### config.mk
export PLATFORM = sky130hd
export DESIGN_NAME = axi_lite_req_sched_flat
export DESIGN_NICKNAME = d
export VERILOG_FILES = /design/src/rtl/axi_lite_req_sched_pkg.sv /design/src/rtl/axi_lite_req_sched_if.sv /design/src/rtl/axi_lite_req_sched_rr_arbiter.sv /design/src/rtl/axi_lite_req_sched.sv /design/src/flat_wrapper.sv
export SDC_FILE = /design/constraint.sdc
export NUM_CORES = 1
export LEC_CHECK = 0
export BUFFER_PORTS_ARGS = -buffer_cell sky130_fd_sc_hd__buf_2
export CORE_AREA = 3 3 136 138
export DETAILED_ROUTE_END_ITERATION = 8
export DIE_AREA = 0 0 139 141
export PLACE_DENSITY = 0.71
export SETUP_SLACK_MARGIN = 0.02
export SLEW_MARGIN = 20
export SYNTH_ARGS = -nofsm -noshare
export SYNTH_HDL_FRONTEND = slang
export SYNTH_SLANG_ARGS = --single-unit
### constraint.sdc
create_clock -name clk -period 7.1 [get_ports clk]
set_input_delay 0.355 -clock clk [delete_from_list [all_inputs] [get_ports clk]]
set_output_delay 0.355 -clock clk [all_outputs]
set_load 0.05 [all_outputs]
### src/rtl/axi_lite_req_sched_pkg.sv
// -----------------------------------------------------------------------------
// sched_pkg
// Shared definitions for the single-port request scheduler:
//   - state_e        : scheduler FSM encoding
//   - REGn_START/END : inclusive SoC address-map regions
//   - decode_region  : address -> one-hot region select (0 when unmapped)
// No ports (package).
// -----------------------------------------------------------------------------
package sched_pkg;

  typedef enum logic [1:0] {
    IDLE    = 2'd0,
    REQ     = 2'd1,
    RESP    = 2'd2,
    DELIVER = 2'd3
  } state_e;

  localparam int NB_REGION = 3;

  localparam logic [31:0] REG0_START = 32'h0000_0000;  // instr RAM
  localparam logic [31:0] REG0_END   = 32'h000F_FFFF;
  localparam logic [31:0] REG1_START = 32'h0010_0000;  // data RAM
  localparam logic [31:0] REG1_END   = 32'h001F_FFFF;
  localparam logic [31:0] REG2_START = 32'h1A10_0000;  // peripherals
  localparam logic [31:0] REG2_END   = 32'h1A11_FFFF;

  function automatic logic in_range(input logic [31:0] addr,
                                    input logic [31:0] lo,
                                    input logic [31:0] hi);
    return (addr >= lo) && (addr <= hi);
  endfunction

  function automatic logic [NB_REGION-1:0] decode_region(input logic [31:0] addr);
    logic [NB_REGION-1:0] sel;
    sel    = '0;
    sel[0] = in_range(addr, REG0_START, REG0_END);
    sel[1] = in_range(addr, REG1_START, REG1_END);
    sel[2] = in_range(addr, REG2_START, REG2_END);
    return sel;
  endfunction

endpackage

### src/rtl/axi_lite_req_sched_if.sv
// -----------------------------------------------------------------------------
// axi_lite_req_sched_if
// Bundles the requester side and the slave side of the scheduler.
//   modport slave  : the scheduler's view (it serves the requesters)
//   modport master : the environment's view (requesters + memory slave)
// Signals:
//   req_*      : per-master packed request channel (master k in slice k)
//   resp_*     : response channel back to the owning master
//   slv_*      : single shared slave port, one-hot region select
//   stray_resp_o : pulse when a slave response arrives with nothing waiting
// -----------------------------------------------------------------------------
interface axi_lite_req_sched_if #(
  parameter int NB_MASTER  = 3,
  parameter int NB_SLAVE   = 3,
  parameter int ADDR_WIDTH = 32,
  parameter int DATA_WIDTH = 32
);
  logic [NB_MASTER-1:0]            req_valid_i;
  logic [NB_MASTER-1:0]            req_ready_o;
  logic [NB_MASTER*ADDR_WIDTH-1:0] req_addr_i;
  logic [NB_MASTER-1:0]            req_we_i;
  logic [NB_MASTER*DATA_WIDTH-1:0] req_wdata_i;
  logic [NB_MASTER-1:0]            resp_valid_o;
  logic [NB_MASTER-1:0]            resp_ready_i;
  logic [DATA_WIDTH-1:0]           resp_rdata_o;
  logic                            resp_err_o;
  logic                            slv_req_valid_o;
  logic                            slv_req_ready_i;
  logic [NB_SLAVE-1:0]             slv_sel_o;
  logic [ADDR_WIDTH-1:0]           slv_addr_o;
  logic                            slv_we_o;
  logic [DATA_WIDTH-1:0]           slv_wdata_o;
  logic                            slv_resp_valid_i;
  logic                            slv_resp_ready_o;
  logic [DATA_WIDTH-1:0]           slv_rdata_i;
  logic                            slv_err_i;
  logic                            stray_resp_o;

  modport slave (
    input  req_valid_i, req_addr_i, req_we_i, req_wdata_i, resp_ready_i,
           slv_req_ready_i, slv_resp_valid_i, slv_rdata_i, slv_err_i,
    output req_ready_o, resp_valid_o, resp_rdata_o, resp_err_o,
           slv_req_valid_o, slv_sel_o, slv_addr_o, slv_we_o, slv_wdata_o,
           slv_resp_ready_o, stray_resp_o
  );

  modport master (
    output req_valid_i, req_addr_i, req_we_i, req_wdata_i, resp_ready_i,
           slv_req_ready_i, slv_resp_valid_i, slv_rdata_i, slv_err_i,
    input  req_ready_o, resp_valid_o, resp_rdata_o, resp_err_o,
           slv_req_valid_o, slv_sel_o, slv_addr_o, slv_we_o, slv_wdata_o,
           slv_resp_ready_o, stray_resp_o
  );
endinterface

### src/rtl/axi_lite_req_sched_rr_arbiter.sv
// -----------------------------------------------------------------------------
// rr_arbiter
// Combinational round-robin pick: first set request at or above i_ptr,
// wrapping from N-1 back to 0.
//   i_req     : request vector
//   i_ptr     : highest-priority index this cycle
//   i_en      : arbitration enable (no grant when low)
//   o_gnt     : one-hot grant
//   o_gnt_idx : binary index of the grant
//   o_any     : a grant was issued
// -----------------------------------------------------------------------------
module rr_arbiter #(
  parameter int N     = 3,
  parameter int IDX_W = 2
) (
  input  logic [N-1:0]     i_req,
  input  logic [IDX_W-1:0] i_ptr,
  input  logic             i_en,
  output logic [N-1:0]     o_gnt,
  output logic [IDX_W-1:0] o_gnt_idx,
  output logic             o_any
);
  logic w_found;
  int   w_k;

  always_comb begin
    o_gnt     = '0;
    o_gnt_idx = '0;
    w_found   = 1'b0;
    w_k       = 0;
    for (int i = 0; i < N; i++) begin
      w_k = (int'(i_ptr) + i) % N;
      if (i_en && !w_found && i_req[w_k]) begin
        o_gnt[w_k] = 1'b1;
        o_gnt_idx  = IDX_W'(w_k);
        w_found    = 1'b1;
      end
    end
    o_any = w_found;
  end
endmodule

### src/rtl/axi_lite_req_sched.sv
// -----------------------------------------------------------------------------
// axi_lite_req_sched
// Shares one single-beat slave port among NB_MASTER requesters with
// round-robin arbitration, address decode to a one-hot region select,
// one transaction in flight, error responses for unmapped addresses and
// for slave timeouts.
// Ports:
//   clk  : clock
//   rst  : asynchronous active-high reset
//   bus  : axi_lite_req_sched_if.slave (request, response and slave channels)
// -----------------------------------------------------------------------------
module axi_lite_req_sched
  import sched_pkg::*;
#(
  parameter int NB_MASTER  = 3,
  parameter int NB_SLAVE   = 3,
  parameter int ADDR_WIDTH = 32,
  parameter int DATA_WIDTH = 32,
  parameter int TIMEOUT    = 255
) (
  input  logic                   clk,
  input  logic                   rst,
  axi_lite_req_sched_if.slave    bus
);
  localparam int IDX_W = (NB_MASTER > 1) ? $clog2(NB_MASTER) : 1;
  localparam int CNT_W = $clog2(TIMEOUT + 1);

  localparam logic [1:0] ST_IDLE    = IDLE;
  localparam logic [1:0] ST_REQ     = REQ;
  localparam logic [1:0] ST_RESP    = RESP;
  localparam logic [1:0] ST_DELIVER = DELIVER;

  localparam logic [NB_MASTER-1:0] ONE_M = NB_MASTER'(1);

  logic [1:0]            r_state;
  logic [IDX_W-1:0]      r_ptr;
  logic [IDX_W-1:0]      r_owner;
  logic [ADDR_WIDTH-1:0] r_addr;
  logic                  r_we;
  logic [DATA_WIDTH-1:0] r_wdata;
  logic [NB_SLAVE-1:0]   r_sel;
  logic [DATA_WIDTH-1:0] r_rdata;
  logic                  r_err;
  logic [CNT_W-1:0]      r_cnt;

  logic [NB_MASTER-1:0]  w_gnt;
  logic [IDX_W-1:0]      w_gnt_idx;
  logic                  w_any;
  logic                  w_arb_en;
  logic [IDX_W-1:0]      w_ptr_nxt;
  logic [ADDR_WIDTH-1:0] w_gnt_addr;
  logic [DATA_WIDTH-1:0] w_gnt_wdata;
  logic [NB_SLAVE-1:0]   w_dec;

  // Gating with rst keeps req_ready_o low while reset is held, even though
  // the state register already reads IDLE.
  assign w_arb_en = (r_state == ST_IDLE) && !rst;

  rr_arbiter #(.N(NB_MASTER), .IDX_W(IDX_W)) u_arb (
    .i_req     (bus.req_valid_i),
    .i_ptr     (r_ptr),
    .i_en      (w_arb_en),
    .o_gnt     (w_gnt),
    .o_gnt_idx (w_gnt_idx),
    .o_any     (w_any)
  );

  assign w_ptr_nxt   = (w_gnt_idx == IDX_W'(NB_MASTER - 1)) ? '0 : w_gnt_idx + IDX_W'(1);
  assign w_gnt_addr  = bus.req_addr_i[int'(w_gnt_idx)*ADDR_WIDTH +: ADDR_WIDTH];
  assign w_gnt_wdata = bus.req_wdata_i[int'(w_gnt_idx)*DATA_WIDTH +: DATA_WIDTH];
  assign w_dec       = NB_SLAVE'(decode_region(32'(w_gnt_addr)));

  always_ff @(posedge clk or posedge rst) begin
    if (rst) begin
      r_state <= ST_IDLE;
      r_ptr   <= '0;
      r_owner <= '0;
      r_addr  <= '0;
      r_we    <= 1'b0;
      r_wdata <= '0;
      r_sel   <= '0;
      r_rdata <= '0;
      r_err   <= 1'b0;
      r_cnt   <= '0;
    end else begin
      case (r_state)
        ST_IDLE: begin
          if (w_any) begin
            r_addr  <= w_gnt_addr;
            r_we    <= bus.req_we_i[w_gnt_idx];
            r_wdata <= w_gnt_wdata;
            r_owner <= w_gnt_idx;
            r_ptr   <= w_ptr_nxt;
            r_sel   <= w_dec;
            if (|w_dec) begin
              r_state <= ST_REQ;
            end else begin
              // Unmapped: answer directly without touching the slave port.
              r_err   <= 1'b1;
              r_rdata <= '0;
              r_state <= ST_DELIVER;
            end
          end
        end
        ST_REQ: begin
          if (bus.slv_req_ready_i) begin
            r_cnt   <= '0;
            r_state <= ST_RESP;
          end
        end
        ST_RESP: begin
          // A response arriving on the timeout cycle takes precedence.
          if (bus.slv_resp_valid_i) begin
            r_rdata <= bus.slv_rdata_i;
            r_err   <= bus.slv_err_i;
            r_state <= ST_DELIVER;
          end else if (r_cnt == CNT_W'(TIMEOUT - 1)) begin
            r_rdata <= '0;
            r_err   <= 1'b1;
            r_state <= ST_DELIVER;
          end else begin
            r_cnt <= r_cnt + CNT_W'(1);
          end
        end
        default: begin
          if (bus.resp_ready_i[r_owner]) r_state <= ST_IDLE;
        end
      endcase
    end
  end

  assign bus.req_ready_o      = w_gnt;
  assign bus.resp_valid_o     = (r_state == ST_DELIVER) ? (ONE_M << r_owner) : '0;
  assign bus.resp_rdata_o     = r_rdata;
  assign bus.resp_err_o       = r_err;
  assign bus.slv_req_valid_o  = (r_state == ST_REQ);
  assign bus.slv_sel_o        = (r_state == ST_REQ) ? r_sel : '0;
  assign bus.slv_addr_o       = r_addr;
  assign bus.slv_we_o         = r_we;
  assign bus.slv_wdata_o      = r_wdata;
  // Only REQ refuses responses; everywhere else they are drained.
  assign bus.slv_resp_ready_o = (r_state != ST_REQ);
  assign bus.stray_resp_o     = bus.slv_resp_valid_i && !rst &&
                                ((r_state == ST_IDLE) || (r_state == ST_DELIVER));
endmodule

### src/flat_wrapper.sv
// flat-port wrapper written by rule: the top's interface ports become plain ports
module axi_lite_req_sched_flat import sched_pkg::*;
#(
  parameter int NB_MASTER  = 3,
  parameter int NB_SLAVE   = 3,
  parameter int ADDR_WIDTH = 32,
  parameter int DATA_WIDTH = 32,
  parameter int TIMEOUT    = 255
)
  (clk, rst, bus_req_valid_i, bus_req_addr_i, bus_req_we_i, bus_req_wdata_i, bus_resp_ready_i, bus_slv_req_ready_i, bus_slv_resp_valid_i, bus_slv_rdata_i, bus_slv_err_i, bus_req_ready_o, bus_resp_valid_o, bus_resp_rdata_o, bus_resp_err_o, bus_slv_req_valid_o, bus_slv_sel_o, bus_slv_addr_o, bus_slv_we_o, bus_slv_wdata_o, bus_slv_resp_ready_o, bus_stray_resp_o);
  axi_lite_req_sched_if #(.NB_MASTER(NB_MASTER), .NB_SLAVE(NB_SLAVE), .ADDR_WIDTH(ADDR_WIDTH), .DATA_WIDTH(DATA_WIDTH)) bus_i ();
  input  logic clk;
  input  logic rst;
  input wire logic [$bits(bus_i.req_valid_i)-1:0] bus_req_valid_i;
  input wire logic [$bits(bus_i.req_addr_i)-1:0] bus_req_addr_i;
  input wire logic [$bits(bus_i.req_we_i)-1:0] bus_req_we_i;
  input wire logic [$bits(bus_i.req_wdata_i)-1:0] bus_req_wdata_i;
  input wire logic [$bits(bus_i.resp_ready_i)-1:0] bus_resp_ready_i;
  input wire logic [$bits(bus_i.slv_req_ready_i)-1:0] bus_slv_req_ready_i;
  input wire logic [$bits(bus_i.slv_resp_valid_i)-1:0] bus_slv_resp_valid_i;
  input wire logic [$bits(bus_i.slv_rdata_i)-1:0] bus_slv_rdata_i;
  input wire logic [$bits(bus_i.slv_err_i)-1:0] bus_slv_err_i;
  output wire logic [$bits(bus_i.req_ready_o)-1:0] bus_req_ready_o;
  output wire logic [$bits(bus_i.resp_valid_o)-1:0] bus_resp_valid_o;
  output wire logic [$bits(bus_i.resp_rdata_o)-1:0] bus_resp_rdata_o;
  output wire logic [$bits(bus_i.resp_err_o)-1:0] bus_resp_err_o;
  output wire logic [$bits(bus_i.slv_req_valid_o)-1:0] bus_slv_req_valid_o;
  output wire logic [$bits(bus_i.slv_sel_o)-1:0] bus_slv_sel_o;
  output wire logic [$bits(bus_i.slv_addr_o)-1:0] bus_slv_addr_o;
  output wire logic [$bits(bus_i.slv_we_o)-1:0] bus_slv_we_o;
  output wire logic [$bits(bus_i.slv_wdata_o)-1:0] bus_slv_wdata_o;
  output wire logic [$bits(bus_i.slv_resp_ready_o)-1:0] bus_slv_resp_ready_o;
  output wire logic [$bits(bus_i.stray_resp_o)-1:0] bus_stray_resp_o;
  assign bus_i.req_valid_i = bus_req_valid_i;
  assign bus_i.req_addr_i = bus_req_addr_i;
  assign bus_i.req_we_i = bus_req_we_i;
  assign bus_i.req_wdata_i = bus_req_wdata_i;
  assign bus_i.resp_ready_i = bus_resp_ready_i;
  assign bus_i.slv_req_ready_i = bus_slv_req_ready_i;
  assign bus_i.slv_resp_valid_i = bus_slv_resp_valid_i;
  assign bus_i.slv_rdata_i = bus_slv_rdata_i;
  assign bus_i.slv_err_i = bus_slv_err_i;
  assign bus_req_ready_o = bus_i.req_ready_o;
  assign bus_resp_valid_o = bus_i.resp_valid_o;
  assign bus_resp_rdata_o = bus_i.resp_rdata_o;
  assign bus_resp_err_o = bus_i.resp_err_o;
  assign bus_slv_req_valid_o = bus_i.slv_req_valid_o;
  assign bus_slv_sel_o = bus_i.slv_sel_o;
  assign bus_slv_addr_o = bus_i.slv_addr_o;
  assign bus_slv_we_o = bus_i.slv_we_o;
  assign bus_slv_wdata_o = bus_i.slv_wdata_o;
  assign bus_slv_resp_ready_o = bus_i.slv_resp_ready_o;
  assign bus_stray_resp_o = bus_i.stray_resp_o;
  axi_lite_req_sched #(.NB_MASTER(NB_MASTER), .NB_SLAVE(NB_SLAVE), .ADDR_WIDTH(ADDR_WIDTH), .DATA_WIDTH(DATA_WIDTH), .TIMEOUT(TIMEOUT)) u_core (.clk(clk), .rst(rst), .bus(bus_i));
endmodule
-- Yosys cells after proc, flatten, opt, wreduce, memory -nomap -nowiden
Cells that the tools add are included.
- register bits: 115
- input port bits: 238
- logic and storage cells: 127
- $add $sub $neg: 4
- divide/modulo/power cells: 3
- order comparisons: 14
- equal/unequal tests: 12
- shift-type cells: 3
- muxes and demuxes: 52
- bitwise gates (word level): 2
- reductions and logical operators: 27
- operator list (cell ; count):
    indexed part select 96 x 8 -> 32 bit ; 2
    greater-or-equal comparator 32 x 1 -> 1 bit (second input constant) ; 4
    two-way mux 32 bit ; 4
    less-than comparator 32 x 4 -> 1 bit (second input constant) ; 3
    modulo 32 x 3 -> 32 bit (second input constant) ; 2
    one-hot mux 32 bit (2 select lines) ; 1
    greater-or-equal comparator 32 x 21 -> 1 bit (second input constant) ; 1
    greater-or-equal comparator 32 x 29 -> 1 bit (second input constant) ; 1
    <= comparator 32 x 20 -> 1 bit (second input constant) ; 1
    <= comparator 32 x 21 -> 1 bit (second input constant) ; 1
    <= comparator 32 x 29 -> 1 bit (second input constant) ; 1
    modulo 3 x 3 -> 32 bit (second input constant) ; 1
    two-way mux 8 bit ; 3
    two-way mux 2 bit ; 10
    two-way mux 1 bit ; 18
    one-hot mux 8 bit (2 select lines) ; 1
    two-way mux 3 bit ; 5
    logical AND 1 bit ; 14
    AND reduction 4 bit ; 3
    binary-select mux 1 bit (select 2 bit) ; 5
    inequality test 2 bit (second input constant) ; 5
    adder 8 x 1 -> 8 bit (second input constant) ; 1
    equality test 8 bit (second input constant) ; 1
    demux 1 bit (select 2 bit) ; 3
    other kinds (19) ; 26

-- Depth between registers and ports, before layout
- depth in word-level cells: 21
- mapped depth: 14

-- Hierarchy
Synthesis repeated with hierarchy kept, for this count alone.
- cells, all modules: 786
- area, all modules: 7011.7 um^2
- modules (own cells, without submodules) (module ; instances ; cells an instance ; area each (um^2)):
    axi_lite_req_sched ; 1 ; 746 ; 6680.2
    rr_arbiter ; 1 ; 40 ; 331.6

-- Least setup slack after synthesis
Ideal clock, no wire load.
- kind: reg2reg
- start point: register u_core.r_ptr[0]
- end point: register u_core.r_rdata[0], in the netlist u_core.bus.resp_rdata_o[0]
- library setup time: 121 ps
- arrival time: 3203 ps
- data required time: 6979 ps
- setup slack: 3776 ps
- stages on the path, launching flop included: 14
- buffers on the path: 2
- cells stage by stage: dfrtp_1 inv_1 ha_1 or3b_1 o22a_1 nor3_1 or2_1 buf_4 mux2i_1 a2111oi_4 a31oi_2 o31a_4 buf_6 a22o_1
- word-level cells in the longest chain between the ends: 20
- elaborated cells between the ends (all ways): 41
- ends and longest elaborated chain (item ; RTL line ; RTL):
    start, declared ; axi_lite_req_sched.sv:36 ; logic [IDX_W-1:0] r_ptr;
    start signal, assigned ; axi_lite_req_sched.sv:93 ; r_ptr <= w_ptr_nxt;
    parallel branches: the longest is 19 deep, another holds modulo 32 x 3 -> 32 bit ; - ;
    AND reduction 4 bit (no line) * ; - ;
    end signal, assigned ; axi_lite_req_sched.sv:114 ; r_rdata <= bus.slv_rdata_i;
    end, declared ; axi_lite_req_sched.sv:42 ; logic [DATA_WIDTH-1:0] r_rdata;
Every way passes the cells marked *. The select of a mux whose other input is x is not followed.
A chain may end at the register's enable or synchronous reset.

-- Final worst setup path
- start point: register u_core.r_ptr[0]
- end point: register u_core.r_rdata[19], in the netlist u_core.bus.resp_rdata_o[19]
The elaborated chain is that of the path after synthesis.

==> impl_results.md <==
- Setup slack, reg-to-reg: 2.93 ns
- Post-DP HPWL: between 15000 and 20000 µm
- Nets: 1239
- WHS Path Cells: 2
- RSZ-0062 raised after global routing: false
- First-pass detailed-route iteration total: 6
- Clock Sinks: between 100 and 150
- Area fraction of the dominant cell type after synthesis: between 40% and 50%
- Worst skew pair latency: 0.41 ns
- WL final: approximately 22000 µm
- Num CTS Buffers: 17
- Most frequent cells in the layout: 347 x buf_2, 162 x nand2_1, 115 x dfrtp_1
- CP Launch Type: flop
- Synth Net Count: 915
- Placed insts: between 1000 and 1500
- H-tree levels: 4
- Slew headroom: around 34%
- R2R cell count: 11
- Fin Setup TNS: 0 ns
- CORE AREA: 17300 µm²
- Synth area leaders: dfrtp_1 47%, nand2_1 9.9%, a221o_1 5.7%
- Synthesized area: roughly 6100 µm²
- Layout cells sized above 1: around 40%
- Initial Utilization: approximately 35%
- Warnings from Yosys: 0
- Post-Layout Cell Count: 1230
- Final GP Congestion: between 0.8 and 0.9
- Synth cell types: 49
- Area Overhead vs Synth: 40.6%
- Port bufs: ~350
- Crit share post-route: between 50% and 60%
- Vias in the first global route: around 6200
- Tmin final: between 4 and 5 ns
- Hold Crit Start: bus_slv_rdata_i[23]
- Peak VDD IR: about 0.00022 V
- Io pins: 348
- Worst path arrival time: between 4 and 5 ns
- Row Count: 48
- Leading cell type in the layout, fill and taps excluded: buf_2
- First-pass GRT wire length: approximately 34000 µm
- Max Fclk: around 240 MHz
- Worst-margin pin slew: between 0.9 and 1 ns
- Clock Skews: roughly 0.0064 ns
- Final setup violation count: 0
- Hold violation total from the final report: 0
- Leak: 0.00456 µW
- CP required: approximately 7.4 ns
- Worst Hold Class: in -> reg
- Initial DRC count: 378
- Worst Path Max Fanout: 40
- Longest Clk Path Bufs: 2
- Die Height: approximately 140 µm
- Vias: approximately 6500
- Die area: between 15000 and 20000 µm²
- Post-synth EDFFs: 0
- Worst Hold End: u_core.bus.resp_rdata_o[23]$_DFFE_PP0P_
- Avg WL per Cell: ~18 µm
- Post-Synthesis Cells: ~670
- Crit path capture type: flop
- Outcome: complete, no violations
- Post-route ant nets: 0
- Die Wd: ~140 µm
- Max-cap violations: 0
- Seq/Total Area, Yosys: a little under half
- Worst Setup SP: u_core.r_ptr[0]$_DFFE_PP0P_
- Number of setup buffers added after CTS: 0
- Critical R2R Capture: u_core.bus.resp_rdata_o[19]$_DFFE_PP0P_
- Synthesized area per cell: 9.17 µm²
- Largest net degree at the start of global routing: 90
- CTS tree: yes
- FF-to-FF Start: u_core.r_ptr[0]$_DFFE_PP0P_
- PwrDens: 480 nW/µm²
- Max-slew violation count: 0
- Gr usage total: between 20 and 25%
- FF+latch count, synth: approximately 120
- Crit Path Category: reg -> reg
- Drc violations: 0
- Vias/cell: approximately 5.2
- Grt ovf: 0
- Root buffer cell: clkbuf_16
- Async S/R FF share, synth: 100%
- Cell accounting for the most synthesized area: dfrtp_1
- Initial antenna violation count: 7
- Ys flop type: dfrtp_1
- Clk slew on worst S/H paths: approximately 0.060 ns
==> sequential cells by signal (all words and copies together), names as in the netlist <==
register	count
u_core.bus.slv_addr_o	32
u_core.r_sel	3
u_core.bus.resp_rdata_o	32
u_core.bus.resp_err_o	1
u_core.r_cnt	8
u_core.bus.slv_we_o	1
u_core.bus.slv_wdata_o	32
u_core.r_state	2
u_core.r_owner	2
u_core.r_ptr	2
==> worst max-delay path by stage <==
stage                                              endpoint  slack, ns  cells after the start
floorplan                 u_core.bus.resp_err_o$_DFFE_PP0P_       3.70                      1
global placement          u_core.bus.resp_err_o$_DFFE_PP0P_       3.10                     11
detailed placement        u_core.bus.resp_err_o$_DFFE_PP0P_       2.93                     11
CTS                 u_core.bus.resp_rdata_o[19]$_DFFE_PP0P_       2.90                     11
global route        u_core.bus.resp_rdata_o[19]$_DFFE_PP0P_       2.51                     12
finish              u_core.bus.resp_rdata_o[19]$_DFFE_PP0P_       2.93                     11
==> critical path: stages, from the launching register on <==
cell and delay (ns):
dfrtp_1 0.39, inv_1 0.08, ha_1 0.41, nand3b_1 0.22
o21ai_1 0.29, nor3_1 0.19, nor2_4 0.73, mux2i_1 0.31
a2111oi_4 0.43, a31oi_2 0.22, o31a_4 0.46, a22o_1 0.29
==> layout make-up <==
type / instances / area, µm²
Antenna cell: 1 / 2.50
Clock buffer: 17 / 425
Clock inverter: 15 / 160
Fill cell: 1677 / 8690
Inverter: 15 / 58.8
Multi-Input combinational cell: 487 / 3000
Sequential cell: 115 / 2880
Tap cell: 225 / 282
Timing Repair Buffer: 355 / 1800
==> through the flow <==
step | area (µm²) | total power, µW | hold WS (ns) | setup WS, ns | util (%)
2_1_floorplan | 6120 | 2720 | 0.440 | 3.70 | -
3_3_place_gp | 8010 | 3270 | 0.439 | 3.10 | 46.3
3_5_place_dp | 8010 | 3310 | 0.444 | 2.93 | 46.3
4_1_cts | 8600 | 4180 | 0.136 | 2.90 | 49.7
5_1_grt | 8610 | 4360 | 0.138 | 2.51 | 49.8
6_report | 8610 | 4140 | 0.161 | 2.93 | 49.8
==> cells by family after synthesis <==
| family | count (synthesis) | synth area share, % |
|---|---|---|
| buffers and inverters | 65 | 4.50 |
| adder cells (fa/ha/maj) | 10 | 2.04 |
| multiplexers | 12 | 2.02 |
| AO/OA/AOI/OAI | 209 | 26.6 |
| AND/OR/NAND/NOR | 256 | 17.8 |
| flip-flops | 115 | 47.0 |
==> routing by layer <==
layer  GRT usage, %  wire length [µm]  vias up
met4           6.02               313       12
met2           37.7             11100      297
li1               -                 -     3071
met3           6.45              1750       29
met1           27.4              8950     3047
met5              0                69        -
==> cell usage after synthesis, drive strengths merged, types with 2 or more instances <==
cell type	n
or2	3
nor3b	5
buf	13
dfrtp	115
nor2b	4
a22o	34
a21oi	38
nor3	11
clkbuf	37
a221oi	2
a21o	23
a311oi	20
nand2	162
nand3b	3
and2	5
nor4	4
o21ai	31
mux2	3
nor2	35
inv	15
a31oi	4
nand3	14
nand2b	6
o41ai	2
mux2i	9
ha	10
a221o	35
a2111oi	2
a211oi	3
o31ai	7
==> power breakdown <==
group          total, µW  leakage (µW)  internal, µW  switching, µW
clock network        852      0.000284           498            354
registers           1060       0.00146           910            153
logic               2220       0.00281           627           1590
==> timing repair <==
item                                    CTS  global route
endpoints found under the setup margin    0             0
gates resized for setup                   0             0
hold endpoints to repair                 34             0
hold buffers                              1             0
Power figures use the tool's default switching activity.
